==> config.mk <==
export PLATFORM = sky130hd
export DESIGN_NAME = popcount_seq_ctrl
export DESIGN_NICKNAME = d
export VERILOG_FILES = /design/src/rtl/popcount_pkg.sv /design/src/rtl/seg7_hex_decoder.sv /design/src/rtl/popcount_seq_ctrl.sv
export SDC_FILE = /design/constraint.sdc
export NUM_CORES = 1
export LEC_CHECK = 0
export CAP_MARGIN = 10
export CORE_MARGIN = 2
export CORE_UTILIZATION = 35
export DETAILED_ROUTE_END_ITERATION = 8
export GPL_TIMING_DRIVEN = 0
export SYNTH_ARGS = -nofsm -noshare
export SYNTH_HDL_FRONTEND = slang
export SYNTH_SLANG_ARGS = --single-unit
==> constraint.sdc <==
create_clock -name clk -period 4.3 [get_ports clk]
set_input_delay 0.645 -clock clk [delete_from_list [all_inputs] [get_ports clk]]
set_output_delay 0.645 -clock clk [all_outputs]
set_load 0.01 [all_outputs]
==> src/rtl/popcount_pkg.sv <==
// rtl/popcount_pkg.sv - shared types, constants and popcount helper for the popcount display controller
package popcount_pkg;

    // Accumulator width; WORDS <= 42 keeps the worst-case total (252) inside it.
    localparam int ACC_W = 8;

    // Controller states.
    typedef enum logic [1:0] {
        ST_IDLE  = 2'd0,
        ST_ACCUM = 2'd1,
        ST_SHOW  = 2'd2
    } state_t;

    // All segments off.
    localparam logic [6:0] SEG_BLANK = 7'h00;

    // Hex digit to segment pattern, bit order gfedcba, active-high.
    localparam logic [6:0] SEG_HEX [16] = '{
        7'h3F, 7'h06, 7'h5B, 7'h4F,
        7'h66, 7'h6D, 7'h7D, 7'h07,
        7'h7F, 7'h6F, 7'h77, 7'h7C,
        7'h39, 7'h5E, 7'h79, 7'h71
    };

    // Number of set bits in a 6-bit word (0..6).
    function automatic logic [2:0] popcount6(input logic [5:0] word);
        logic [2:0] cnt;
        cnt = 3'd0;
        for (int i = 0; i < 6; i++) begin
            cnt = cnt + {2'b00, word[i]};
        end
        return cnt;
    endfunction

endpackage

==> src/rtl/seg7_hex_decoder.sv <==
// rtl/seg7_hex_decoder.sv - combinational hex nibble to 7-segment lookup
module seg7_hex_decoder
    import popcount_pkg::*;
(
    input  logic [3:0] i_nibble,
    output logic [6:0] o_seg
);

    // Pure table lookup; the caller registers the result.
    assign o_seg = SEG_HEX[i_nibble];

endmodule

==> src/rtl/popcount_seq_ctrl.sv <==
// rtl/popcount_seq_ctrl.sv - burst popcount accumulator with multiplexed 7-segment display
module popcount_seq_ctrl
    import popcount_pkg::*;
#(
    parameter int WORDS      = 4,
    parameter int DIGIT_HOLD = 4
) (
    input  logic       clk,
    input  logic       rst_n,
    input  logic       start,
    input  logic [5:0] data_in,
    input  logic       data_valid,
    output logic [6:0] seg,
    output logic       dp,
    output logic       busy,
    output logic       done
);

    // Terminal counts compared against the 8-bit counters.
    localparam logic [7:0] LAST_WORD = 8'(WORDS - 1);
    localparam logic [7:0] HOLD_LAST = 8'(DIGIT_HOLD - 1);

    state_t             r_state;
    state_t             w_next_state;
    logic [ACC_W-1:0]   r_acc;
    logic [7:0]         r_word_cnt;
    logic [7:0]         r_hold_cnt;
    logic               r_nib_sel;
    logic [6:0]         r_seg;
    logic               r_dp;
    logic               r_busy;
    logic               r_done;

    logic               w_start_burst;
    logic               w_last_word;
    logic               w_take_word;
    logic               w_show_stay;
    logic [2:0]         w_pop;
    logic [3:0]         w_nibble;
    logic [6:0]         w_hex;
    logic [6:0]         w_seg_next;
    logic               w_dp_next;
    logic               w_busy_next;
    logic               w_done_next;

    assign w_pop    = popcount6(data_in);
    assign w_nibble = r_nib_sel ? r_acc[7:4] : r_acc[3:0];

    seg7_hex_decoder u_hex (
        .i_nibble (w_nibble),
        .o_seg    (w_hex)
    );

    // State register.
    always_ff @(posedge clk or negedge rst_n) begin
        if (!rst_n) begin
            r_state <= ST_IDLE;
        end else begin
            r_state <= w_next_state;
        end
    end

    // Next-state decode plus the values the output registers load next.
    always_comb begin
        w_next_state  = r_state;
        w_start_burst = 1'b0;
        w_last_word   = 1'b0;
        w_take_word   = 1'b0;
        case (r_state)
            ST_IDLE: begin
                // data_valid is deliberately ignored here, even alongside start.
                if (start) begin
                    w_next_state  = ST_ACCUM;
                    w_start_burst = 1'b1;
                end
            end
            ST_ACCUM: begin
                // start has no effect mid-burst.
                if (data_valid) begin
                    w_take_word = 1'b1;
                    if (r_word_cnt == LAST_WORD) begin
                        w_next_state = ST_SHOW;
                        w_last_word  = 1'b1;
                    end
                end
            end
            ST_SHOW: begin
                if (start) begin
                    w_next_state  = ST_ACCUM;
                    w_start_burst = 1'b1;
                end
            end
            default: begin
                w_next_state = ST_IDLE;
            end
        endcase

        // The display reflects this cycle's SHOW state one cycle later, and
        // blanks straight away when a restart leaves SHOW.
        w_show_stay = (r_state == ST_SHOW) && (w_next_state == ST_SHOW);
        w_seg_next  = w_show_stay ? w_hex : SEG_BLANK;
        w_dp_next   = w_show_stay & r_nib_sel;
        w_busy_next = (w_next_state == ST_ACCUM);
        w_done_next = w_last_word;
    end

    // Burst accumulator and word counter, cleared at every burst start.
    always_ff @(posedge clk or negedge rst_n) begin
        if (!rst_n) begin
            r_acc      <= '0;
            r_word_cnt <= 8'd0;
        end else if (w_start_burst) begin
            r_acc      <= '0;
            r_word_cnt <= 8'd0;
        end else if (w_take_word) begin
            r_acc      <= r_acc + {5'b00000, w_pop};
            r_word_cnt <= r_word_cnt + 8'd1;
        end
    end

    // Nibble hold timer; held at zero outside SHOW so every entry starts on the low nibble.
    always_ff @(posedge clk or negedge rst_n) begin
        if (!rst_n) begin
            r_hold_cnt <= 8'd0;
            r_nib_sel  <= 1'b0;
        end else if (r_state != ST_SHOW) begin
            r_hold_cnt <= 8'd0;
            r_nib_sel  <= 1'b0;
        end else if (r_hold_cnt == HOLD_LAST) begin
            r_hold_cnt <= 8'd0;
            r_nib_sel  <= ~r_nib_sel;
        end else begin
            r_hold_cnt <= r_hold_cnt + 8'd1;
        end
    end

    // Registered pin outputs.
    always_ff @(posedge clk or negedge rst_n) begin
        if (!rst_n) begin
            r_seg  <= SEG_BLANK;
            r_dp   <= 1'b0;
            r_busy <= 1'b0;
            r_done <= 1'b0;
        end else begin
            r_seg  <= w_seg_next;
            r_dp   <= w_dp_next;
            r_busy <= w_busy_next;
            r_done <= w_done_next;
        end
    end

    assign seg  = r_seg;
    assign dp   = r_dp;
    assign busy = r_busy;
    assign done = r_done;

endmodule
==> results.yml, run 1 <==
clock_network:
  clk_latency_ps: 280
  htree_levels: 2
  cts_num_sinks: 37
  cts_resized: 0
  cts_hold_buffers: 0
  clkTransAtPathRegs_ps: 70
  postCtsSetupBuffers: 0
  root_buffer: "clkbuf_8"
  cts_inserted_buffers: 5
  cts_tree: "built"
  clk_path_buf_depth: 2
final_layout:
  finalNetCount: 244
  layoutNonFillerInstCount: 293
  n_fill_cell: 543
  areaGrowthSynthToFinish_pct: 19.5
  n_antenna_cell: 0
  drive_gt1_share_pct: 8.60
  final_core_util_pct: 43.3
sta:
  post-route-period-util_pct: 77.0
  setup_slack_ps: 990
  drv_slew: 0
  rsz0062_at_grt: "false"
  skew_ps: 7.71
  tightest_slew_ps: 813
  report.final.hold_viol_count: 0
  fmax_mhz: 302
  tns_ps: 0
  slew_headroom_pct: 45.8
  setup_violations: 0
  fin_crit_ps: 3310
worst_setup_path:
  required_ps: 4460
  ff2ff_path_depth: 8
  path_max_fanout: 2
  crit_path_end_kind: "flop"
  crit_arrival_ps: 3470
  r2r-start: "r_acc[0]"
  path_class: "primary input to flop"
  reg2reg_to: "r_acc[6]"
  worstSetupStartpointType: "primary input"
  reg2reg_setup_slack_ps: 1900
synth:
  ys_seq_area_share_pct: 46.1
  syn-num-nets: 218
  synth_xor_area_share_pct: 6.11
  synth_cell_types: 36
  ys.warnings.count: 0
  synthArstFlopShare_pct: 100
  synth_ff_type: "dfrtp_1"
  syn_area_per_cell_sq_um: 10.4
  syn_inst: 194
  ys_ff_latch: 37
  synth_top_cell_by_area: "dfrtp_1"
  synth-adder-area-share_pct: 10.2
  synth_simple_gate_area_share_pct: 19.1
  netlist_area_sq_mm: 0.00201
  yosysTopAreaCellShare_pct: 46.1
  yosys-top-cells-count: "dfrtp_1 (37), nor2_1 (22), nand3_1 (13)"
  synth_top_family_by_area: "simple AND/OR/NAND/NOR gates"
  synthMuxAreaShare_pct: 7.04
  synth_compound_area_share_pct: 7.60
  synth.area.top_cells: "dfrtp_1 (46%), ha_1 (6.2%), nor2_1 (4.1%)"
  synth_most_common_cell: "dfrtp_1"
  synth_edf_count: 0
placement:
  gp_congestion: 0.807
  pre_cts_slack_ps: 688
  dp_cells: 285
  io_buffer_count: 19
  hpwl_microns: 2530
worst_hold_path:
  min_path_type: "primary input to asynchronous set/reset pin"
power_and_ir_drop:
  p_per_area_mw_per_mm2: 482
  ir_drop_mv: 0.187
  leakage_nw: 1.07
grt:
  grt_antenna_before_repair: 0
  overflow: 0
  gr-usage-met3_pct: 3.73
  grt_pass1_wl_microns: 6220
  grt_pass1_vias: 1414
  met2_usage_pct: 20.9
  gr-usage-met1_pct: 15.1
  grt_max_degree: 38
  grtUsageTotal_pct: 12.3
  top_usage_layer: "met2"
floorplanning:
  die-height_microns: 79.7
  start_util_pct: 36.2
  fp-row-count: 27
  pin_count: 20
  die-area_sq_mm: 0.00636
  core_sq_mm: 0.00554
  die_w_microns: 79.7
routing:
  vias_per_cell: 4.85
  wire_per_inst_microns: 11.7
  postRouteAntennaNets: 0
  postRouteWirelength_microns: 3440
  drt_iter0_drc: 51
  vias: 1420
  dr.pass1.iters: 4
  drc_errors: 0
flow_run:
  cap_viol_max_count: 0
status:
  status: "complete, no violations"
==> cells by family (layout without fill, tap and decap cells) <==
kind of cell | Yosys count | in the layout
flops | 37 | 37
buf+inv | 18 | 45
mux | 10 | 10
xor+xnor | 14 | 14
compound gates | 25 | 25
simple gates | 76 | 76
fa+ha+maj | 14 | 14
==> how the worst max path moves through the flow <==
stage / startpoint / to / depth (start not counted)
floorplan: data_in[0] / r_acc[6] / 9
global placement: data_in[0] / r_acc[6] / 10
detailed placement: data_in[0] / r_acc[6] / 10
CTS: data_in[0] / r_acc[6] / 10
global route: data_in[0] / r_acc[6] / 10
finish: data_in[0] / r_acc[6] / 10
==> stage by stage <==
stage	total power, mW	area, sq um	hold slack (ps)
after global placement	0.852	2290	500
after CTS	1.17	2400	486
final	1.16	2400	448
after global routing	1.25	2400	519
after floorplan	0.750	2010	349
after detailed placement	0.855	2280	501
==> cell type report <==
type                    instances  area (sq um)  share of cell area (%)
multi-input cells             139          1010                    41.9
clock buffers                   7          86.3                    3.60
flip-flops and latches         37           926                    38.6
clock inverters                 1          30.0                    1.25
inverters                      12          45.0                    1.88
repair buffers                 19           185                    7.72
plain buffers                   6          31.3                    1.30
well taps                      72          90.1                    3.75
==> flip-flops by register name, summed over array words and instances, names as in the netlist <==
| name | cells |
|---|---|
| busy | 1 |
| done | 1 |
| dp | 1 |
| r_acc | 8 |
| r_hold_cnt | 8 |
| r_nib_sel | 1 |
| r_state | 2 |
| r_word_cnt | 8 |
| seg | 7 |
==> where the power goes <==
group / total [mW] / switching (mW) / internal [mW]
logic: 0.405 / 0.227 / 0.178
clock network: 0.307 / 0.118 / 0.189
registers: 0.444 / 0.0472 / 0.397
total: 1.16 / 0.392 / 0.764
==> critical path, cell delays in order <==
cell             delay, ps
clkdlybuf4s50_1        430
fa_1                   530
inv_1                   50
fa_1                   440
fa_1                   420
fa_1                   420
nor2b_1                140
o21a_1                 140
nand4_1                120
mux2i_1                140
==> layout by cell type (no fill, tap or decap), drive strengths merged, types with 5 or more instances in the layout <==
cell type      count
a21oi              7
clkbuf            12
clkdlybuf4s50     18
dfrtp             37
ha                10
inv               12
mux2i              6
nand2             11
nand3             13
nand4              5
nor2              23
nor3               5
o21ai              9
xnor2              6
xor2               8
==> routing by layer <==
| metal | vias to the layer above | wire length (microns) |
|---|---|---|
| met5 | - | 0 |
| met4 | 0 | 33 |
| met3 | 4 | 118 |
| met2 | 17 | 1680 |
| met1 | 681 | 1610 |
| li1 | 718 | - |
(Power assumes the default switching activity.)
==> run 2, diff against run 1 <==
clock period = 3.46 ns   (was 4.3 ns; I/O delays follow)
==> results of run 2 <==
Same layout as run 1 (identical final DEF). Status: complete, no violations.
Main changes from that run: setup slack after placement 688 ps -> -25.7 ps; setup slack after layout 990 ps -> 276 ps; hold slack 448 ps -> 322 ps; register-to-register setup slack 1900 ps -> 1060 ps; total power 1.16 mW -> 1.44 mW; worst IR drop on VDD 0.187 mV -> 0.233 mV
